==> config.mk <==
export PLATFORM = sky130hd
export DESIGN_NAME = clk_period_meter
export DESIGN_NICKNAME = d
export VERILOG_FILES = /design/src/rtl/clk_meter_pkg.sv /design/src/rtl/edge_sync.sv /design/src/rtl/clk_period_meter.sv
export SDC_FILE = /design/constraint.sdc
export NUM_CORES = 1
export LEC_CHECK = 0
export BUFFER_PORTS_ARGS = -buffer_cell sky130_fd_sc_hd__clkbuf_2
export CAP_MARGIN = 40
export CELL_PAD_IN_SITES_DETAIL_PLACEMENT = 2
export CELL_PAD_IN_SITES_GLOBAL_PLACEMENT = 2
export CORE_ASPECT_RATIO = 2
export CORE_MARGIN = 1.5
export CORE_UTILIZATION = 40
export DETAILED_ROUTE_END_ITERATION = 8
export MAX_ROUTING_LAYER = met4
export PLACE_DENSITY_LB_ADDON = 0.15
export SLEW_MARGIN = 10
export SYNTH_ARGS = -nofsm -noshare
export SYNTH_HDL_FRONTEND = slang
export SYNTH_SLANG_ARGS = --single-unit
==> constraint.sdc <==
create_clock -name i_clk -period 4.56 [get_ports i_clk]
set_clock_uncertainty 0.15 [all_clocks]
set_input_delay 0.456 -clock i_clk [delete_from_list [all_inputs] [get_ports i_clk]]
set_output_delay 0.456 -clock i_clk [all_outputs]
set_load 0.01 [all_outputs]
==> src/rtl/clk_meter_pkg.sv <==
// rtl/clk_meter_pkg.sv - shared types and defaults for clk_period_meter
package clk_meter_pkg;

   typedef enum logic [1:0] {
      ST_IDLE = 2'd0,
      ST_HIGH = 2'd1,
      ST_LOW  = 2'd2,
      ST_LOST = 2'd3
   } meter_state_e;

   localparam int CNT_WIDTH_DEF = 16;
   localparam int TIMEOUT_DEF   = 1000;

endpackage

==> src/rtl/edge_sync.sv <==
// rtl/edge_sync.sv - multi-flop synchronizer followed by a one-flop edge detector
module edge_sync #(
   parameter int P_SYNC_STAGES = 2
) (
   input  logic i_clk,
   input  logic i_rst_n,
   input  logic i_d,
   output logic o_level,
   output logic o_rise,
   output logic o_fall
);

   logic [P_SYNC_STAGES-1:0] sync_q;
   logic [P_SYNC_STAGES-1:0] sync_d;
   logic                     dly_q;
   logic                     dly_d;

   always_comb begin
      sync_d = {sync_q[P_SYNC_STAGES-2:0], i_d};
      dly_d  = sync_q[P_SYNC_STAGES-1];
   end

   always_ff @(posedge i_clk or negedge i_rst_n) begin
      if (!i_rst_n) begin
         sync_q <= '0;
         dly_q  <= 1'b0;
      end else begin
         sync_q <= sync_d;
         dly_q  <= dly_d;
      end
   end

   assign o_level = sync_q[P_SYNC_STAGES-1];
   assign o_rise  = o_level & ~dly_q;
   assign o_fall  = ~o_level & dly_q;

endmodule

==> src/rtl/clk_period_meter.sv <==
// rtl/clk_period_meter.sv - period / high-time meter and loss monitor for a divided clock
// Optional high-time capture is built when CLK_PERIOD_METER_DUTY_EN is defined.
module clk_period_meter
   import clk_meter_pkg::*;
#(
   parameter int P_CNT_WIDTH   = CNT_WIDTH_DEF,
   parameter int P_SYNC_STAGES = 2,
   parameter int P_TIMEOUT     = TIMEOUT_DEF
) (
   input  logic                   i_clk,
   input  logic                   i_rst_n,
   input  logic                   i_clk_div,
   input  logic                   i_en,
   output logic [P_CNT_WIDTH-1:0] o_period,
   output logic [P_CNT_WIDTH-1:0] o_high,
   output logic                   o_valid,
   output logic                   o_lost
);

   localparam logic [P_CNT_WIDTH-1:0] CNT_MAX   = '1;
   localparam logic [P_CNT_WIDTH-1:0] TIMEOUT_C = P_TIMEOUT[P_CNT_WIDTH-1:0];

   logic rise;
   logic fall;
   logic level_unused;

   meter_state_e           state_q, state_d;
   logic [P_CNT_WIDTH-1:0] per_q, per_d;
   logic [P_CNT_WIDTH-1:0] idle_q, idle_d;
   logic [P_CNT_WIDTH-1:0] period_q, period_d;
   logic                   valid_q, valid_d;
   logic                   lost_q, lost_d;
   logic                   timeout;

   edge_sync #(
      .P_SYNC_STAGES(P_SYNC_STAGES)
   ) u_edge_sync (
      .i_clk   (i_clk),
      .i_rst_n (i_rst_n),
      .i_d     (i_clk_div),
      .o_level (level_unused),
      .o_rise  (rise),
      .o_fall  (fall)
   );

   // Counters: disable clears both, detected edges restart them, both saturate.
   always_comb begin
      per_d  = per_q;
      idle_d = idle_q;
      if (!i_en) begin
         per_d  = '0;
         idle_d = '0;
      end else begin
         if (rise)
            per_d = {{(P_CNT_WIDTH-1){1'b0}}, 1'b1};
         else if (per_q != CNT_MAX)
            per_d = per_q + 1'b1;

         if (rise || fall)
            idle_d = '0;
         else if (idle_q != CNT_MAX)
            idle_d = idle_q + 1'b1;
      end
   end

   // Judged on the next idle value so o_lost appears P_TIMEOUT+1 cycles after the last edge.
   assign timeout = (idle_d >= TIMEOUT_C);

   always_ff @(posedge i_clk or negedge i_rst_n) begin
      if (!i_rst_n) begin
         state_q <= ST_IDLE;
      end else begin
         state_q <= state_d;
      end
   end

   always_comb begin
      state_d = state_q;
      if (!i_en) begin
         state_d = ST_IDLE;
      end else begin
         case (state_q)
            ST_IDLE: if (rise) state_d = ST_HIGH;
            ST_HIGH: begin
               if (fall)         state_d = ST_LOW;
               else if (timeout) state_d = ST_LOST;
            end
            ST_LOW: begin
               if (rise)         state_d = ST_HIGH;
               else if (timeout) state_d = ST_LOST;
            end
            ST_LOST: if (rise) state_d = ST_HIGH;
            default: state_d = ST_IDLE;
         endcase
      end
   end

   always_comb begin
      valid_d  = i_en && (state_q == ST_LOW) && rise;
      period_d = valid_d ? per_q : period_q;
      lost_d   = (state_d == ST_LOST);
   end

   always_ff @(posedge i_clk or negedge i_rst_n) begin
      if (!i_rst_n) begin
         per_q    <= '0;
         idle_q   <= '0;
         period_q <= '0;
         valid_q  <= 1'b0;
         lost_q   <= 1'b0;
      end else begin
         per_q    <= per_d;
         idle_q   <= idle_d;
         period_q <= period_d;
         valid_q  <= valid_d;
         lost_q   <= lost_d;
      end
   end

`ifdef CLK_PERIOD_METER_DUTY_EN
   logic [P_CNT_WIDTH-1:0] r_high_q, r_high_d;
   logic [P_CNT_WIDTH-1:0] high_q, high_d;

   always_comb begin
      r_high_d = (i_en && (state_q == ST_HIGH) && fall) ? per_q : r_high_q;
      high_d   = valid_d ? r_high_q : high_q;
   end

   always_ff @(posedge i_clk or negedge i_rst_n) begin
      if (!i_rst_n) begin
         r_high_q <= '0;
         high_q   <= '0;
      end else begin
         r_high_q <= r_high_d;
         high_q   <= high_d;
      end
   end

   assign o_high = high_q;
`else
   assign o_high = '0;
`endif

   assign o_period = period_q;
   assign o_valid  = valid_q;
   assign o_lost   = lost_q;

endmodule
Yosys cells after proc, flatten, opt, wreduce, memory -nomap -nowiden
Cells that the tools add are included.
{"block": "op_classes", "addsub": 2, "n_lt_le_gt_ge": 1, "n_eq_ne": 7, "n_mux": 12, "bitwise": 4, "reduce_logical": 5}
{"operator": "16-bit two-way mux", "n": 6}
{"operator": "16-bit by 1-bit adder with 16-bit output, second input constant", "n": 2}
{"operator": "16-bit inequality test, second input constant", "n": 2}
{"operator": "16-bit by 10-bit greater-or-equal comparator with 1-bit output, second input constant", "n": 1}
{"operator": "2-bit two-way mux", "n": 5}
{"operator": "2-bit == test, second input constant", "n": 3}
{"operator": "2-bit one-hot mux with 3 select lines", "n": 1}
{"operator": "3-bit by 1-bit inequality test with 1-bit output, second input constant", "n": 1}
{"operator": "1-bit AND", "n": 2}
{"operator": "2-bit by 1-bit == test with 1-bit output, second input constant", "n": 1}
{"operator": "1-bit logical AND", "n": 2}
{"operator": "2-bit logical NOT", "n": 1}
{"operator": "1-bit NOT", "n": 2}
{"operator": "2-bit OR reduction", "n": 1}
{"operator": "1-bit logical OR", "n": 1}
{"block": "word_totals", "register_bits": 55, "input_bits": 4, "out_inout_bits": 34, "wordCells": 39}

Logic depth before layout (Yosys ltp)
Gate-level depths: netlist of run 1.
{"block": "depth", "depth_word": 11, "mapped_depth": 8, "depth_no_buf": 7}

Modules after synthesis
A second synthesis of run 1 with hierarchy kept.
{"block": "unflattened", "cells_unflattened": 273, "hier_area_um2": 2824.0}
{"module": "clk_period_meter", "n_inst": 1, "cells_each": 268, "area_per_inst_um2": 2733.9, "seq_area_each_um2": 1301.2}
{"module": "edge_sync", "n_inst": 1, "cells_each": 5, "area_per_inst_um2": 90.1, "seq_area_each_um2": 75.1}

Worst setup path after synthesis of run 1
Ideal clock, no wire load.
{"block": "synth_path", "kind": "register to register", "from": "register idle_q[0]", "to": "register lost_q (netlist: o_lost)", "setup_time_ns": 0.096, "arrival_ns": 2.208, "t_required_ns": 4.314, "path_slack_ns": 2.106, "stages_incl_launch_ff": 9, "n_path_buf": 1, "synth_period_minus_slack_ns": 2.454, "path_cell_list": "dfrtp_1 ha_1 nand4_2 or4_1 buf_2 nand4_1 xor2_1 nand4b_2 a311oi_2"}
{"block": "synth_via", "elab_chain_cells": 10, "elab_cells_between_ends": 12, "cone_classes": "1 x add/sub; 1 x order compare; 2 x eq/ne; 8 x mux"}
{"element": "start: declaration", "line_no": "clk_period_meter.sv:29", "text": "logic [P_CNT_WIDTH-1:0] idle_q, idle_d;"}
{"element": "start signal: assignment", "line_no": "clk_period_meter.sv:113", "text": "idle_q <= idle_d;"}
{"element": "16-bit by 1-bit adder with 16-bit output / 16-bit inequality test (equally long branches)", "line_no": "clk_period_meter.sv:62, clk_period_meter.sv:61"}
{"element": "16-bit two-way mux (*)", "line_no": "clk_period_meter.sv:61", "text": "else if (idle_q != CNT_MAX)"}
{"element": "16-bit two-way mux (*)", "line_no": "clk_period_meter.sv:59", "text": "if (rise || fall)"}
{"element": "16-bit two-way mux (*)", "line_no": "clk_period_meter.sv:50", "text": "if (!i_en) begin"}
{"element": "16-bit by 10-bit greater-or-equal comparator with 1-bit output (*)", "line_no": "clk_period_meter.sv:67", "text": "assign timeout = (idle_d >= TIMEOUT_C);"}
{"element": "2-bit two-way mux (*)", "line_no": "clk_period_meter.sv:86, clk_period_meter.sv:90"}
{"element": "2-bit two-way mux (on tied branches)", "line_no": "clk_period_meter.sv:89, clk_period_meter.sv:85"}
{"element": "2-bit one-hot mux with 3 select lines (*)", "line_no": "clk_period_meter.sv:82", "text": "case (state_q)"}
{"element": "2-bit two-way mux (*)", "line_no": "clk_period_meter.sv:79", "text": "if (!i_en) begin"}
{"element": "2-bit == test (*)", "line_no": "clk_period_meter.sv:101", "text": "lost_d = (state_d == ST_LOST);"}
{"element": "net lost_d", "line_no": "clk_period_meter.sv:32", "text": "logic lost_q, lost_d;"}
{"element": "end signal: assignment", "line_no": "clk_period_meter.sv:116", "text": "lost_q <= lost_d;"}
{"element": "end: declaration", "line_no": "clk_period_meter.sv:32"}
Mark *: on every way through the listed nets, which the timed path passes. The rest lies on a longest branch.
A chain may end at the register's enable or synchronous reset.

Final worst setup path of run 1
Same ends and word-level chain as after synthesis.

==> impl_metrics.json, run 1 <==
{
  "dr.first_iter.drc_count": 54,
  "globalRouteTotalUtil_pct": 20.0,
  "synth-adder-area-share_pct": 2.63,
  "holdBufCountCts": 0,
  "clk_path_buf_depth": 2,
  "postSynthCellCount": 273,
  "synth_top_area_share_pct": 48.2,
  "synthTopCellsByArea": "dfrtp_1 48%, mux2_2 6.7%, xor2_1 4.9%, buf_4 4.2%, nor2_1 4.2%",
  "cp_cell_sequence": "ha_1 > nand4_2 > or4_1 > nand4_1 > xor2_1 > nand4b_2 > a311oi_2",
  "cpPeakStageDelay_ns": 0.72,
  "critPathKind": "reg -> reg",
  "area_delta_synth_final_pct": 9.72,
  "vdd_drop_max_mv": 0.163,
  "setup_viol_count_final": 0,
  "cts-buffers-inserted": 5,
  "tns_ns": 0,
  "cts-root-buf": "clkbuf_16",
  "grt.overflow.total": 0,
  "timing.final.crit_share_pct": 62.5,
  "final_util_pct": 45.2,
  "critPathArrivalTime_ns": 2.90,
  "worst_pin_slew_ns": 0.823,
  "antenna_found_initial": 0,
  "syn_area_um2": 2860,
  "cts_setup_buffers": 0,
  "vias": 2069,
  "post-route-drc-count": 0,
  "fin_hold_ws_ns": 0.117,
  "grt_first_pass_wirelength_um": 11400,
  "cts-htree-levels": 2,
  "cts_tree": "yes",
  "yosys.area_share.xor_xnor_pct": 6.44,
  "cp.required_ns": 4.61,
  "crit_path_end_kind": "flop",
  "status": "completed",
  "die_h_um": 123,
  "powerDensity_nw_per_um2": 309,
  "synth_warnings": 0,
  "grt_pass1_vias": 2271,
  "synthMuxAreaShare_pct": 7.79,
  "cts.repair.resized": 0,
  "postSynth.asyncResetShare_pct": 100,
  "highest_layer": "met4",
  "p_leak_uw": 0.00146,
  "wl_met1_um": 2370,
  "syn_avg_cell_area_um2": 10.5,
  "gp_congestion": 0.811,
  "hold_viol_final": 0,
  "netlist.top_cell.by_area": "dfrtp_1",
  "core-area_um2": 6940,
  "std_cell_rows": 43,
  "crit_fanout": 7,
  "wirelength_um": 6910,
  "wl_met2_um": 4190,
  "via_per_inst": 5.43,
  "ys.flop_type": "dfrtp_1",
  "grt_max_degree": 56,
  "slew_headroom_pct": 44.9,
  "dr.pass1.iters": 4,
  "p_total_uw": 968,
  "cp-start-kind": "flop",
  "layout_common_cells": "55 x dfrtp_1, 32 x nor2_1, 21 x clkbuf_2",
  "final_common_cell": "dfrtp_1",
  "synth-seq-area-share_pct": 48.2,
  "fmax_mhz": 351,
  "post-route-min-period_ns": 2.85,
  "synth_edf_count": 0,
  "final_max_slew_viol_count": 0,
  "cap_viol_max_count": 0,
  "synth_compound_area_share_pct": 7.44,
  "clock-sinks": 55,
  "wl_per_cell_um": 18.1,
  "synth_cell_types": 48,
  "clk_pin_slew_worst_paths_ns": 0.07,
  "min_path_type": "in -> reg",
  "met3_length_um": 114,
  "synthSimpleGateAreaFrac_pct": 20.9,
  "regArea_um2": 1380,
  "nets": 301,
  "start_util_pct": 41.2,
  "fillers": 750,
  "synth_top_family_by_area": "simple AND/OR/NAND/NOR gates",
  "crit_path_top_delay_cell": "or4_1",
  "clock_latency_ns": 0.29,
  "dp_hpwl_um": 5140,
  "drive_above_1_share_pct": 19.2,
  "dieArea_um2": 7690,
  "io_buffers": 21,
  "antenna_cells": 0,
  "io_pins": 38,
  "synth-seq-cells": 55,
  "rsz0062_at_grt": "no",
  "drtAntennaViolNets": 0,
  "multiInputGateArea_um2": 1350,
  "die_w_um": 62.8
}
[sequential cells by signal, indices dropped and copies added (netlist names)]
register	flops
per_q	16
o_period	16
u_edge_sync.sync_q	2
o_valid	1
u_edge_sync.dly_q	1
state_q	2
idle_q	16
o_lost	1
[area by class of cell]
class | count | share of cell area [%]
Inverter | 5 | 0.599
Tap cell | 90 | 3.59
Timing Repair Buffer | 22 | 3.59
Sequential cell | 55 | 43.9
Clock inverter | 2 | 1.20
Multi-Input combinational cell | 202 | 43.1
Clock buffer | 5 | 3.99
[worst max-delay path: cells and delay by family, from the launching register on]
family / cells / cell delay [ns]
AO/OA/AOI/OAI: 1 / 0.27
XOR/XNOR: 1 / 0.11
adder cells (fa/ha/maj): 1 / 0.33
flip-flops: 1 / 0.48
AND/OR/NAND/NOR: 4 / 1.41
[per-stage QoR]
stage / area (um2) / std cells / setup slack, ns
3_5_place_dp: 2970 / 374 / 1.69
5_1_grt: 3140 / 381 / 1.52
4_1_cts: 3140 / 381 / 1.67
6_report: 3140 / 381 / 1.71
2_1_floorplan: 2910 / 288 / 2.11
3_3_place_gp: 2970 / 374 / 1.86
[metal layers]
layer | up-vias | GRT usage [%]
li1 | 963 | -
met1 | 1056 | 18.5
met2 | 34 | 39.7
met3 | 16 | 2.29
met4 | 0 | 9.86
met5 | - | -
[kinds of logic (layout without fill, tap and decap cells)]
family | count (synthesis) | in the layout
other cells | 1 | 16
flops | 55 | 55
simple gates | 107 | 107
mux | 20 | 20
xor+xnor | 21 | 21
compound gates | 32 | 32
buf+inv | 31 | 34
fa+ha+maj | 6 | 6
[synthesized netlist by cell type (3+ instances only)]
library cell and count:
a21oi_1 6, a31oi_1 7, and2_1 3, and3_1 9, and4_1 4, buf_4 16, clkbuf_1 8, dfrtp_1 55
ha_1 6, inv_1 5, mux2_2 17, nand2_1 10, nand3_1 11, nand4_1 9, nor2_1 32, nor3_1 9
o2111ai_1 3, o21ai_0 7, xnor2_1 5, xor2_1 16
[power by group]
part / leakage, uW / internal, uW / switching [uW]
sequential: 0.000758 / 492 / 6.99
clock: 0.0000759 / 256 / 173
combinational: 0.000622 / 8.45 / 31.2
[path summary, 6_finish.rpt]
kind / startpoint / to / slack [ns] / depth (start not counted)
hold reg to reg: u_edge_sync.sync_q[0] / u_edge_sync.sync_q[1] / 0.22 / 0
min in group asynchronous: i_rst_n / o_period[3] / 0.16 / 2
setup / recovery: idle_q[0] / o_lost / 1.71 / 7
setup reg to reg: idle_q[0] / o_lost / 1.71 / 7
max in group asynchronous: i_rst_n / u_edge_sync.dly_q / 3.64 / 2
hold / removal: i_clk_div / u_edge_sync.sync_q[0] / 0.12 / 1
(Power assumes the default switching activity.)
==> run 2, diff against run 1 <==
--- a/config.mk
+++ b/config.mk
@@ -11,7 +11,7 @@
 export CELL_PAD_IN_SITES_GLOBAL_PLACEMENT = 2
 export CORE_ASPECT_RATIO = 2
 export CORE_MARGIN = 1.5
-export CORE_UTILIZATION = 40
+export CORE_UTILIZATION = 33
 export DETAILED_ROUTE_END_ITERATION = 8
 export MAX_ROUTING_LAYER = met4
 export PLACE_DENSITY_LB_ADDON = 0.15
==> constraint.sdc (replaced) <==
create_clock -name i_clk -period 2.3 [get_ports i_clk]
set_clock_uncertainty 0.15 [all_clocks]
set_input_delay 0.23 -clock i_clk [delete_from_list [all_inputs] [get_ports i_clk]]
set_output_delay 0.23 -clock i_clk [all_outputs]
set_load 0.01 [all_outputs]
==> run 2 against run 1 <==
  * Worst hold slack better by 0.0057 ns
  * Maximum frequency is 28% higher
  * First-iteration DRC count increased by 54%
  * Non-clock buffer count up 44
  * Total power increased by 110%
  * Final cell count increased by 14%
  * Critical path depth unchanged
  * Core utilization shrank 2.1 points
  * Worst setup slack lost 1.6 ns
  * Die area grew 20%
  * Design area is 15% higher
  * Highest routed layer unchanged
==> impl_metrics.json, run 2 (synthesized netlist as in run 1, its figures left out) <==
{
  "status": "completed",
  "fmax_mhz": 449,
  "post-route-min-period_ns": 2.23,
  "wirelength_um": 8260,
  "antenna_found_initial": 0,
  "crit_fanout": 3,
  "drtAntennaViolNets": 0,
  "critPathKind": "reg -> reg",
  "die_h_um": 135,
  "grt.overflow.total": 0,
  "cp_cell_sequence": "buf_6 > nand3_4 > or3_4 > or4b_4 > nand3_2 > nand4b_4 > a311oi_2",
  "cap_viol_max_count": 0,
  "vdd_drop_max_mv": 0.334,
  "grt_max_degree": 56,
  "antenna_cells": 0,
  "clock_latency_ns": 0.30,
  "slew_headroom_pct": 57.2,
  "io_buffers": 21,
  "cts-htree-levels": 2,
  "clk_pin_slew_worst_paths_ns": 0.07,
  "tns_ns": 0,
  "wl_per_cell_um": 19.0,
  "globalRouteTotalUtil_pct": 20.2,
  "core-area_um2": 8350,
  "final_common_cell": "dfrtp_1",
  "timing.final.crit_share_pct": 96.8,
  "drive_above_1_share_pct": 33.3,
  "clk_path_buf_depth": 2,
  "cts-buffers-inserted": 5,
  "p_switching_uw": 445,
  "area_delta_synth_final_pct": 25.9,
  "combinationalPowerShare_pct": 5.4,
  "min_path_type": "in -> reg",
  "post-route-drc-count": 0,
  "design_area_um2": 3600,
  "cp.required_ns": 2.36,
  "via_per_inst": 5.25,
  "critPathArrivalTime_ns": 2.29,
  "crit_path_end_kind": "flop",
  "io_pins": 38,
  "nets": 345,
  "worst_pin_slew_ns": 0.633,
  "p_clk_share_pct": 45.3,
  "p_leak_uw": 0.00173,
  "hold_viol_final": 0,
  "cts-root-buf": "clkbuf_16",
  "powerDensity_nw_per_um2": 555,
  "die_w_um": 68.8,
  "placed_area_um2": 3300,
  "setup_viol_count_final": 0,
  "cellInternalPower_uw": 1550,
  "final_max_slew_viol_count": 0,
  "fin_hold_ws_ns": 0.122,
  "cp-start-kind": "flop",
  "clock-sinks": 55,
  "gp_congestion": 0.870,
  "vias": 2278,
  "dieArea_um2": 9260,
  "p_seq_share_pct": 49.3,
  "p_sw_share_pct": 22.3,
  "cts_tree": "yes",
  "grt_pass1_vias": 2600,
  "cpPeakStageDelay_ns": 0.49,
  "layout_common_cells": "52 x dfrtp_1, 41 x buf_4, 32 x nor2_1",
  "dr.first_iter.drc_count": 83,
  "crit_path_top_delay_cell": "or4b_4",
  "grt_first_pass_wirelength_um": 13200,
  "dr.pass1.iters": 4,
  "crit_buf_inv": 1,
  "std_cell_rows": 47,
  "dp_hpwl_um": 6230,
  "path_delay_family": "simple AND/OR/NAND/NOR gates",
  "start_util_pct": 34.2
}
==> run 2: cell count changes in the layout (fill, tap and decap cells not counted), moves of 2 or more <==
| cell | previous run | this run |
|---|---|---|
| dlygate4sd3_1 | 0 | 2 |
| dfrtp_2 | 0 | 3 |
| dfrtp_1 | 55 | 52 |
| buf_4 | 1 | 41 |
| nor4_1 | 2 | 0 |
==> run 2: metal layers <==
layer	wire [um]	global-route usage, %	vias to the layer above
met5	0	-	-
met3	152	2.67	16
met2	5140	39.5	39
met1	2610	17.2	1169
li1	-	-	1054
met4	346	9.91	0
==> run 2: power by group through the flow <==
stage,Clock (uW),Sequential (uW),Combinational [uW]
3_3_place_gp,0,1000,97.8
3_5_place_dp,0,1010,98.6
6_report,904,984,107
5_1_grt,966,985,121
4_1_cts,929,984,109
2_1_floorplan,0,1010,66.6
==> run 2: worst register-to-register path: stages (launching register included) <==
cell and delay, ns:
dfrtp_2 0.40, buf_6 0.12, nand3_4 0.09, or3_4 0.42, or4b_4 0.49, nand3_2 0.11, nand4b_4 0.12, a311oi_2 0.25
==> run 2: path summary, 6_finish.rpt <==
kind | startpoint | endpoint | slack (ns) | depth (start not counted)
max in group asynchronous | i_rst_n | idle_q[4] | 1.40 | 3
worst max register to register | idle_q[0] | o_lost | 0.07 | 7
worst min-delay path | i_en | per_q[0] | 0.12 | 2
worst min register to register | u_edge_sync.sync_q[0] | u_edge_sync.sync_q[1] | 0.21 | 0
min in group asynchronous | i_rst_n | o_period[4] | 0.33 | 3
worst max-delay path | idle_q[0] | o_lost | 0.07 | 7
==> run 2: timing repair <==
item,in CTS,in global routing
hold buffers,2,0
gates resized for setup,5,9
buffers inserted,2,2
endpoints found under the hold margin,56,0
endpoints found under the setup margin,3,3
pin swaps,1,4
==> run 2: cell type report <==
type	count	area (um2)
clock inverter	2	35.0
inverter	5	18.8
multi-input combinational	202	1440
tap	98	123
sequential	55	1380
timing repair buffer	66	464
fill	919	4750
clock buffer	6	139
==> run 2: metrics by stage <==
stage | setup slack (ns) | util, % | instances | power (uW)
6_report | 0.0728 | 43.1 | 434 | 2000
5_1_grt | -0.0290 | 43.1 | 434 | 2070
4_1_cts | 0.00453 | 42.3 | 432 | 2020
3_5_place_dp | -0.172 | 39.6 | 420 | 1100
3_3_place_gp | -0.0814 | 39.6 | 420 | 1100
2_1_floorplan | 0.0219 | - | 288 | 1070
